**src/rtl/coder_seq.sv**
```systemverilog
// rtl/coder_seq.sv - programmable code-word table played out on a valid/ready stream
module coder_seq #(
   parameter int DATA_W = 20,
   parameter int DEPTH  = 16,
   parameter int ADDR_W = $clog2(DEPTH)
) (
   input  logic              i_clk,
   input  logic              i_rst,
   input  logic              i_enable,
   input  logic              i_start,
   input  logic              i_stop,
   input  logic              i_mode,
   input  logic [ADDR_W:0]   i_len,
   input  logic              i_wr_en,
   input  logic [ADDR_W-1:0] i_wr_addr,
   input  logic [DATA_W-1:0] i_wr_data,
   input  logic              i_ready,
   output logic [DATA_W-1:0] o_data,
   output logic              o_valid,
   output logic [ADDR_W-1:0] o_addr,
   output logic              o_busy,
   output logic              o_done,
   output logic              o_wrap
);

   typedef enum logic {S_IDLE, S_RUN} state_e;

   localparam logic [ADDR_W:0] DEPTH_L = (ADDR_W+1)'(DEPTH);

   logic [DATA_W-1:0] mem_q [DEPTH];

   state_e            state_q, state_d;
   logic              mode_q, mode_d;
   logic [ADDR_W-1:0] last_q, last_d;
   logic [ADDR_W-1:0] ptr_q, ptr_d;
   logic [DATA_W-1:0] data_q, data_d;
   logic              valid_q, valid_d;
   logic              done_q, done_d;
   logic              wrap_q, wrap_d;

   logic              acc;
   logic [ADDR_W-1:0] ptr_inc;
   logic [ADDR_W-1:0] len_last;

   assign acc     = valid_q & i_ready & i_enable;
   assign ptr_inc = ptr_q + 1'b1;

   // Index of the final word: length 0 and oversize lengths both mean the full table
   assign len_last = ((i_len == '0) || (i_len > DEPTH_L)) ? ADDR_W'(DEPTH - 1)
                                                           : ADDR_W'(i_len - 1'b1);

   // Table write port; not reset so contents survive i_rst. Reads elsewhere see the old word.
   always_ff @(posedge i_clk) begin
      if (i_wr_en) begin
         mem_q[i_wr_addr] <= i_wr_data;
      end
   end

   // Sequencer state and registered stream outputs
   always_ff @(posedge i_clk) begin
      if (i_rst) begin
         state_q <= S_IDLE;
         mode_q  <= 1'b0;
         last_q  <= '0;
         ptr_q   <= '0;
         data_q  <= '0;
         valid_q <= 1'b0;
         done_q  <= 1'b0;
         wrap_q  <= 1'b0;
      end else begin
         state_q <= state_d;
         mode_q  <= mode_d;
         last_q  <= last_d;
         ptr_q   <= ptr_d;
         data_q  <= data_d;
         valid_q <= valid_d;
         done_q  <= done_d;
         wrap_q  <= wrap_d;
      end
   end

   // Next-state: stop beats accept and start; a word is only replaced once accepted
   always_comb begin
      state_d = state_q;
      mode_d  = mode_q;
      last_d  = last_q;
      ptr_d   = ptr_q;
      data_d  = data_q;
      valid_d = valid_q;
      done_d  = 1'b0;
      wrap_d  = 1'b0;
      case (state_q)
         S_IDLE: begin
            if (i_start && i_enable && !i_stop) begin
               state_d = S_RUN;
               mode_d  = i_mode;
               last_d  = len_last;
               ptr_d   = '0;
               data_d  = mem_q[0];
               valid_d = 1'b1;
            end
         end
         S_RUN: begin
            if (i_stop) begin
               state_d = S_IDLE;
               valid_d = 1'b0;
            end else if (acc) begin
               if (ptr_q != last_q) begin
                  ptr_d  = ptr_inc;
                  data_d = mem_q[ptr_inc];
               end else if (mode_q) begin
                  ptr_d  = '0;
                  data_d = mem_q[0];
                  wrap_d = 1'b1;
               end else begin
                  state_d = S_IDLE;
                  valid_d = 1'b0;
                  done_d  = 1'b1;
               end
            end
         end
         default: begin
            state_d = S_IDLE;
            valid_d = 1'b0;
         end
      endcase
   end

   assign o_data  = data_q;
   assign o_valid = valid_q;
   assign o_addr  = ptr_q;
   assign o_busy  = (state_q == S_RUN);
   assign o_done  = done_q;
   assign o_wrap  = wrap_q;

endmodule

```
**config.mk**
```make
export PLATFORM = sky130hd
export DESIGN_NAME = coder_seq
export DESIGN_NICKNAME = d
export VERILOG_FILES = /design/src/rtl/coder_seq.sv
export SDC_FILE = /design/constraint.sdc
export NUM_CORES = 1
export LEC_CHECK = 0
export CORE_MARGIN = 1.5
export CORE_UTILIZATION = 60
export CTS_CLUSTER_SIZE = 28
export DETAILED_ROUTE_END_ITERATION = 10
export DONT_BUFFER_PORTS = 1
export PLACE_DENSITY = 0.74
export SLEW_MARGIN = 10
export SYNTH_ARGS = -nofsm -noshare
export SYNTH_HDL_FRONTEND = slang
export SYNTH_SLANG_ARGS = --single-unit
```
**constraint.sdc**
```tcl
create_clock -name i_clk -period 4.2 [get_ports i_clk]
set_input_delay 1.05 -clock i_clk [delete_from_list [all_inputs] [get_ports i_clk]]
set_output_delay 1.05 -clock i_clk [all_outputs]
set_load 0.02 [all_outputs]
```
==> results.sh, run 1 <==
export IMPL_cts_setup_buffers=0
export IMPL_cts_root_buf="clkbuf_16"
export IMPL_power_density_nw_per_um2=461
export IMPL_via_per_inst=6.60
export IMPL_cts_sink_count=353
export IMPL_overflow=0
export IMPL_hold_violations=0
export IMPL_vias=8162
export IMPL_hpwl_um=17000
export IMPL_synth_area_per_cell_um2=15.1
export IMPL_route_antenna_remaining_nets=0
export IMPL_min_delay_path_depth=2
export IMPL_clk_pin_slew_worst_paths_ps=60
export IMPL_start_kind="register"
export IMPL_crit_path_end_kind="register"
export IMPL_synth_compound_area_frac=0.0628
export IMPL_syn_area_um2=13800
export IMPL_critPathKind="register to register"
export IMPL_start_util=0.611
export IMPL_maxCapViolCount=0
export IMPL_required_ps=4610
export IMPL_finalCriticalPeriod_ps=3010
export IMPL_antenna_found_initial=0
export IMPL_worstSkewPairLatency_ps=510
export IMPL_post_route_period_util=0.716
export IMPL_core_area_um2=22600
export IMPL_cp_arrival_ps=3420
export IMPL_cts_tree="built"
export IMPL_die_w_um=155
export IMPL_synth_xor_xnor_area_share=0.00688
export IMPL_htree_levels=2
export IMPL_finalPower_uw=7100
export IMPL_tns_ps=0
export IMPL_clock_path_buffers=3
export IMPL_leakage_uw=0.00492
export IMPL_grt_pass1_wl_um=48600
export IMPL_fin_ws_ps=1190
export IMPL_drt_first_pass_iters=5
export IMPL_syn2layout_area_growth_pct=11.4
export IMPL_first_iter_violations=952
export IMPL_drive_above_1_share=0.129
export IMPL_ys_ff_latch=353
export IMPL_place_congestion=0.797
export IMPL_finClkSkew_ps=10.7
export IMPL_fmax_mhz=332
export IMPL_rsz0062_at_grt="no"
export IMPL_hold_slack_ps=470
export IMPL_die_area_um2=24000
export IMPL_synthSimpleGateAreaFrac=0.101
export IMPL_place_ws_ps=1250
export IMPL_rows=55
export IMPL_io_buffers=0
export IMPL_grt_pass1_vias=7987
export IMPL_syn_num_nets=957
export IMPL_synth_fa_ha_area_frac=0.00181
export IMPL_wirelength_um=32200
export IMPL_cts_buffers=35
export IMPL_final_nets=966
export IMPL_pin_count=65
export IMPL_synthMuxAreaShare=0.0650
export IMPL_ys_types=37
export IMPL_worstMarginPinSlew_ps=1100
export IMPL_grtUsageTotal=0.278
export IMPL_setup_violations=0
export IMPL_place_area_um2=14300
export IMPL_maxSlewViolCount=0
export IMPL_holdCritPathClass="register to register"
export IMPL_synth_top_family_by_area="simple AND/OR/NAND/NOR gates"
export IMPL_ys_seq_area_frac=0.743
export IMPL_fin_area_um2=15400
export IMPL_grt_max_degree=136
export IMPL_reg2reg_depth=6
export IMPL_drc=0
export IMPL_synth_cells=918
export IMPL_slew_headroom=0.264
export IMPL_status="completed"
export IMPL_die_h_um=155
export IMPL_holdBufCountCts=0
export IMPL_synth_warnings=0
export IMPL_irDropWorstVdd_mv=0.240
export IMPL_post_cts_resized=0
export IMPL_diodes=0
export IMPL_routedWlPerCell_um=26.0
export IMPL_crit_fanout=32
## cells in the mapped netlist
cell type  number  area, µm²
o211ai_1        1       7.51
and3_1          2       12.5
o41ai_4         1       27.5
nand3b_1        2       15.0
edfxtp_1      320       9610
nor3_1         11       55.1
a311oi_1       19        166
inv_1           4       15.0
nor2_2          1       6.26
a21oi_1         7       35.0
and2_1          2       12.5
and4_1          1       8.76
mux2i_1        38        380
a32oi_1        38        333
xor2_1          7       61.3
nand2b_1        2       12.5
or4_1           1       7.51
nor2_1         63        236
a31o_2          1       8.76
nor2b_1         5       31.3
dfxtp_1        33        661
xor2_2          1       16.3
mux4_2         23        518
or3b_2          1       8.76
ha_1            2       25.0
and3b_1         1       8.76
nand3_1        23        115
clkbuf_1       36        135
nor3b_1         1       7.51
xnor2_1         2       17.5
nand2_1       184        691
buf_4           9       67.6
o21ai_0         2       10.0
a211oi_1        4       30.0
a31oi_1        40        250
buf_2          11       55.1
nand4b_1       19        166
## critical path, cell delays in order (launching register included)
cell      delay, ps
dfxtp_2         330
buf_4           580
xor2_1          260
nor3_1          520
a31o_2          740
a31oi_1         120
a311oi_1        340
## through the flow
stage	utilization	cells
global placement	0.631	1175
CTS	0.680	1237
global route	0.680	1237
floorplan	-	918
detailed placement	0.631	1175
finish	0.680	1237
## layout make-up
cell class | count | area [µm²]
timing repair buffer | 28 | 260
fill | 1481 | 7240
clock inverter | 15 | 145
tap | 285 | 357
clock buffer | 47 | 963
sequential | 353 | 10300
inverter | 4 | 15.0
multi-input combinational | 505 | 3390
## layer usage
layer,vias up,track usage,part of all wire
met5,-,0,0
met1,4106,0.389,0.39
li1,3541,-,-
met3,68,0.0622,0.11
met2,447,0.444,0.48
met4,0,0.0820,0.026
## worst paths after layout
path	to	startpoint	slack, ps
setup / recovery	o_data[15]$_SDFFE_PP0P_	o_addr[0]$_SDFFE_PP0P_	1190
setup reg to reg	o_data[15]$_SDFFE_PP0P_	o_addr[0]$_SDFFE_PP0P_	1190
hold reg to reg	mode_q$_SDFFE_PP0P_	mode_q$_SDFFE_PP0P_	470
hold / removal	mode_q$_SDFFE_PP0P_	mode_q$_SDFFE_PP0P_	470
## cell usage in the layout, fill, tap and decap left out, types with 2 or more instances in the layout
| cell | Yosys | final |
|---|---|---|
| and3_1 | 2 | 2 |
| nor3_1 | 11 | 7 |
| ha_1 | 2 | 2 |
| clkbuf_1 | 36 | 10 |
| nor2b_1 | 5 | 4 |
| a21oi_1 | 7 | 7 |
| inv_1 | 4 | 4 |
| mux4_2 | 23 | 23 |
| dfxtp_1 | 33 | 32 |
| nor3_2 | 0 | 4 |
| clkbuf_16 | 0 | 37 |
| clkinv_1 | 0 | 6 |
| nand3_1 | 23 | 23 |
| nor2_2 | 1 | 10 |
| bufinv_16 | 0 | 3 |
| a31oi_1 | 40 | 39 |
| a32oi_1 | 38 | 38 |
| mux2i_1 | 38 | 38 |
| a311oi_1 | 19 | 19 |
| a211oi_1 | 4 | 4 |
| nand4b_1 | 19 | 19 |
| nand2_1 | 184 | 184 |
| and2_1 | 2 | 2 |
| o21ai_0 | 2 | 2 |
| nand2b_1 | 2 | 2 |
| clkinv_2 | 0 | 5 |
| buf_4 | 9 | 24 |
| edfxtp_1 | 320 | 320 |
| xor2_1 | 7 | 6 |
| nor2_4 | 0 | 3 |
| buf_12 | 0 | 4 |
| nor2_1 | 63 | 51 |
| nand3b_1 | 2 | 2 |
## state kept, by name, indices dropped and copies added, names as in the netlist
name,flops
o_wrap,1
mode_q,1
o_busy,1
last_q,4
o_done,1
o_data,20
o_addr,4
o_valid,1
mem_q,320
## cell families after synthesis
kind of cell / Yosys count
multiplexers: 61
adder cells (fa/ha/maj): 2
AO/OA/AOI/OAI: 113
XOR/XNOR: 10
AND/OR/NAND/NOR: 319
buffers and inverters: 60
flip-flops: 353
## report_power, final
part           total, µW  internal (µW)  switching, µW
Sequential          3950           3910           39.7
Combinational        130           43.7           86.5
Clock               3020           1790           1230
Total               7100           5740           1360
(Power assumes the default switching activity.)
==> inputs of run 2 (changes only) <==
CORE_UTILIZATION = 57   (was 60)
PLACE_DENSITY = 0.73   (was 0.74)
clock period = 2.5 ns   (was 4.2 ns; I/O delays follow)
==> run 2 against run 1 <==
  * Wire length increased by 0.51%
  * Power rose by 67%
  * Core utilization shrank 1.8 points
  * Cell count up 4.0%
  * Largest power group unchanged
  * Hold slack got worse by 290 ps
  * Die area grew 5.2%
  * Critical path type unchanged
  * First-iteration DRC count down 8.9%
  * Non-clock buffer count increased by 19
  * Register-to-register slack got worse by 1100 ps
==> results.sh, run 2 (synthesis results as in run 1) <==
export IMPL_start_util=0.585
export IMPL_required_ps=2890
export IMPL_maxCapViolCount=0
export IMPL_grt_max_degree=53
export IMPL_power_density_nw_per_um2=756
export IMPL_place_congestion=0.827
export IMPL_route_antenna_remaining_nets=0
export IMPL_pin_count=65
export IMPL_crit_path_end_kind="register"
export IMPL_final_cells=1287
export IMPL_clk_pin_slew_worst_paths_ps=60
export IMPL_syn2layout_area_growth_pct=13.2
export IMPL_post_route_period_util=0.966
export IMPL_clock_path_buffers=3
export IMPL_cp_arrival_ps=2800
export IMPL_die_area_um2=25200
export IMPL_worstMarginPinSlew_ps=1150
export IMPL_final_common_cell="edfxtp_1"
export IMPL_fmax_mhz=414
export IMPL_tns_ps=0
export IMPL_grt_pass1_vias=8005
export IMPL_antenna_found_initial=0
export IMPL_finClkSkew_ps=9.68
export IMPL_cts_setup_buffers=0
export IMPL_largest_register_ffs=320
export IMPL_io_buffers=0
export IMPL_setup_violations=0
export IMPL_hpwl_um=17900
export IMPL_critPathKind="register to register"
export IMPL_die_h_um=159
export IMPL_core_area_um2=23600
export IMPL_wirelength_um=32300
export IMPL_crit_fanout=16
export IMPL_cts_tree="built"
export IMPL_drc=0
export IMPL_hold_slack_ps=185
export IMPL_start_kind="register"
export IMPL_cts_root_buf="clkbuf_16"
export IMPL_fill_cells=1584
export IMPL_first_iter_violations=867
export IMPL_drive_above_1_share=0.145
export IMPL_irDropWorstVdd_mv=0.410
export IMPL_dp_cells=1228
export IMPL_die_w_um=159
export IMPL_vias=8260
export IMPL_final_nets=985
export IMPL_drt_first_pass_iters=5
export IMPL_routedWlPerCell_um=25.1
export IMPL_slew_headroom=0.234
export IMPL_htree_levels=2
export IMPL_maxSlewViolCount=0
export IMPL_grt_pass1_wl_um=48700
export IMPL_rows=56
export IMPL_rsz0062_at_grt="no"
export IMPL_final_core_util=0.662
export IMPL_grtUsageTotal=0.259
export IMPL_multi_input_area_um2=3400
export IMPL_overflow=0
export IMPL_diodes=0
export IMPL_post_cts_resized=0
export IMPL_cts_sink_count=353
export IMPL_holdBufCountCts=0
export IMPL_top_register="mem_q"
export IMPL_hold_violations=0
export IMPL_via_per_inst=6.42
export IMPL_cts_buffers=35
export IMPL_final_cell_mix="edfxtp_1, nand2_1, nor2_1"
export IMPL_finalCriticalPeriod_ps=2410
export IMPL_regArea_um2=10300
export IMPL_worstSkewPairLatency_ps=510
export IMPL_holdCritPathClass="input pin to register"
export IMPL_status="completed"
export IMPL_leakage_uw=0.00503
==> run 2: final timing paths <==
path / startpoint / to / slack [ps] / cells after the start
setup / recovery: o_addr[0]$_SDFFE_PP0P_ / o_data[3]$_SDFFE_PP0P_ / 90 / 6
hold / removal: i_rst / o_addr[0]$_SDFFE_PP0P_ / 190 / 1
setup reg to reg: o_addr[0]$_SDFFE_PP0P_ / o_data[3]$_SDFFE_PP0P_ / 90 / 6
hold reg to reg: mode_q$_SDFFE_PP0P_ / mode_q$_SDFFE_PP0P_ / 470 / 2
==> run 2: through the flow <==
step	total power [µW]	worst slack [ps]	area (µm²)
CTS	11900	137	15600
finish	11800	85.2	15600
detailed placement	6970	198	14600
global placement	6960	272	14600
floorplan	6890	72.4	13800
global route	12100	0.455	15600
==> run 2: layer usage <==
metal,wire [µm],GRT usage,part of all wire
met1,12500,0.358,0.39
met3,3470,0.0517,0.11
met4,803,0.0805,0.025
met5,0,0,0
met2,15500,0.420,0.48
==> run 2: where the power goes <==
group | leakage (µW) | internal (µW) | switching, µW
Combinational | 0.00135 | 78.8 | 146
Sequential | 0.00316 | 6560 | 66.0
Clock | 0.000524 | 2920 | 2050
==> run 2: final cells by class <==
class                           count  area share
Sequential cell                   353       0.657
Multi-Input combinational cell    505       0.217
Clock buffer                       53      0.0656
Timing Repair Buffer               47      0.0306
Tap cell                          319      0.0255
Clock inverter                      6     0.00344
Inverter                            4    0.000960
==> run 2: worst max-delay path, cell delays in order (launching register included) <==
cell      delay, ps
dfxtp_2         340
ha_1            350
nor2_2          880
buf_4           290
a32oi_1          90
a31oi_1         230
a311oi_1        120
==> inputs of run 3 (changes only) <==
SLEW_MARGIN = 0   (was 10)
==> results of run 3 <==
Final layout, timing and power as in run 2 (identical DEF).
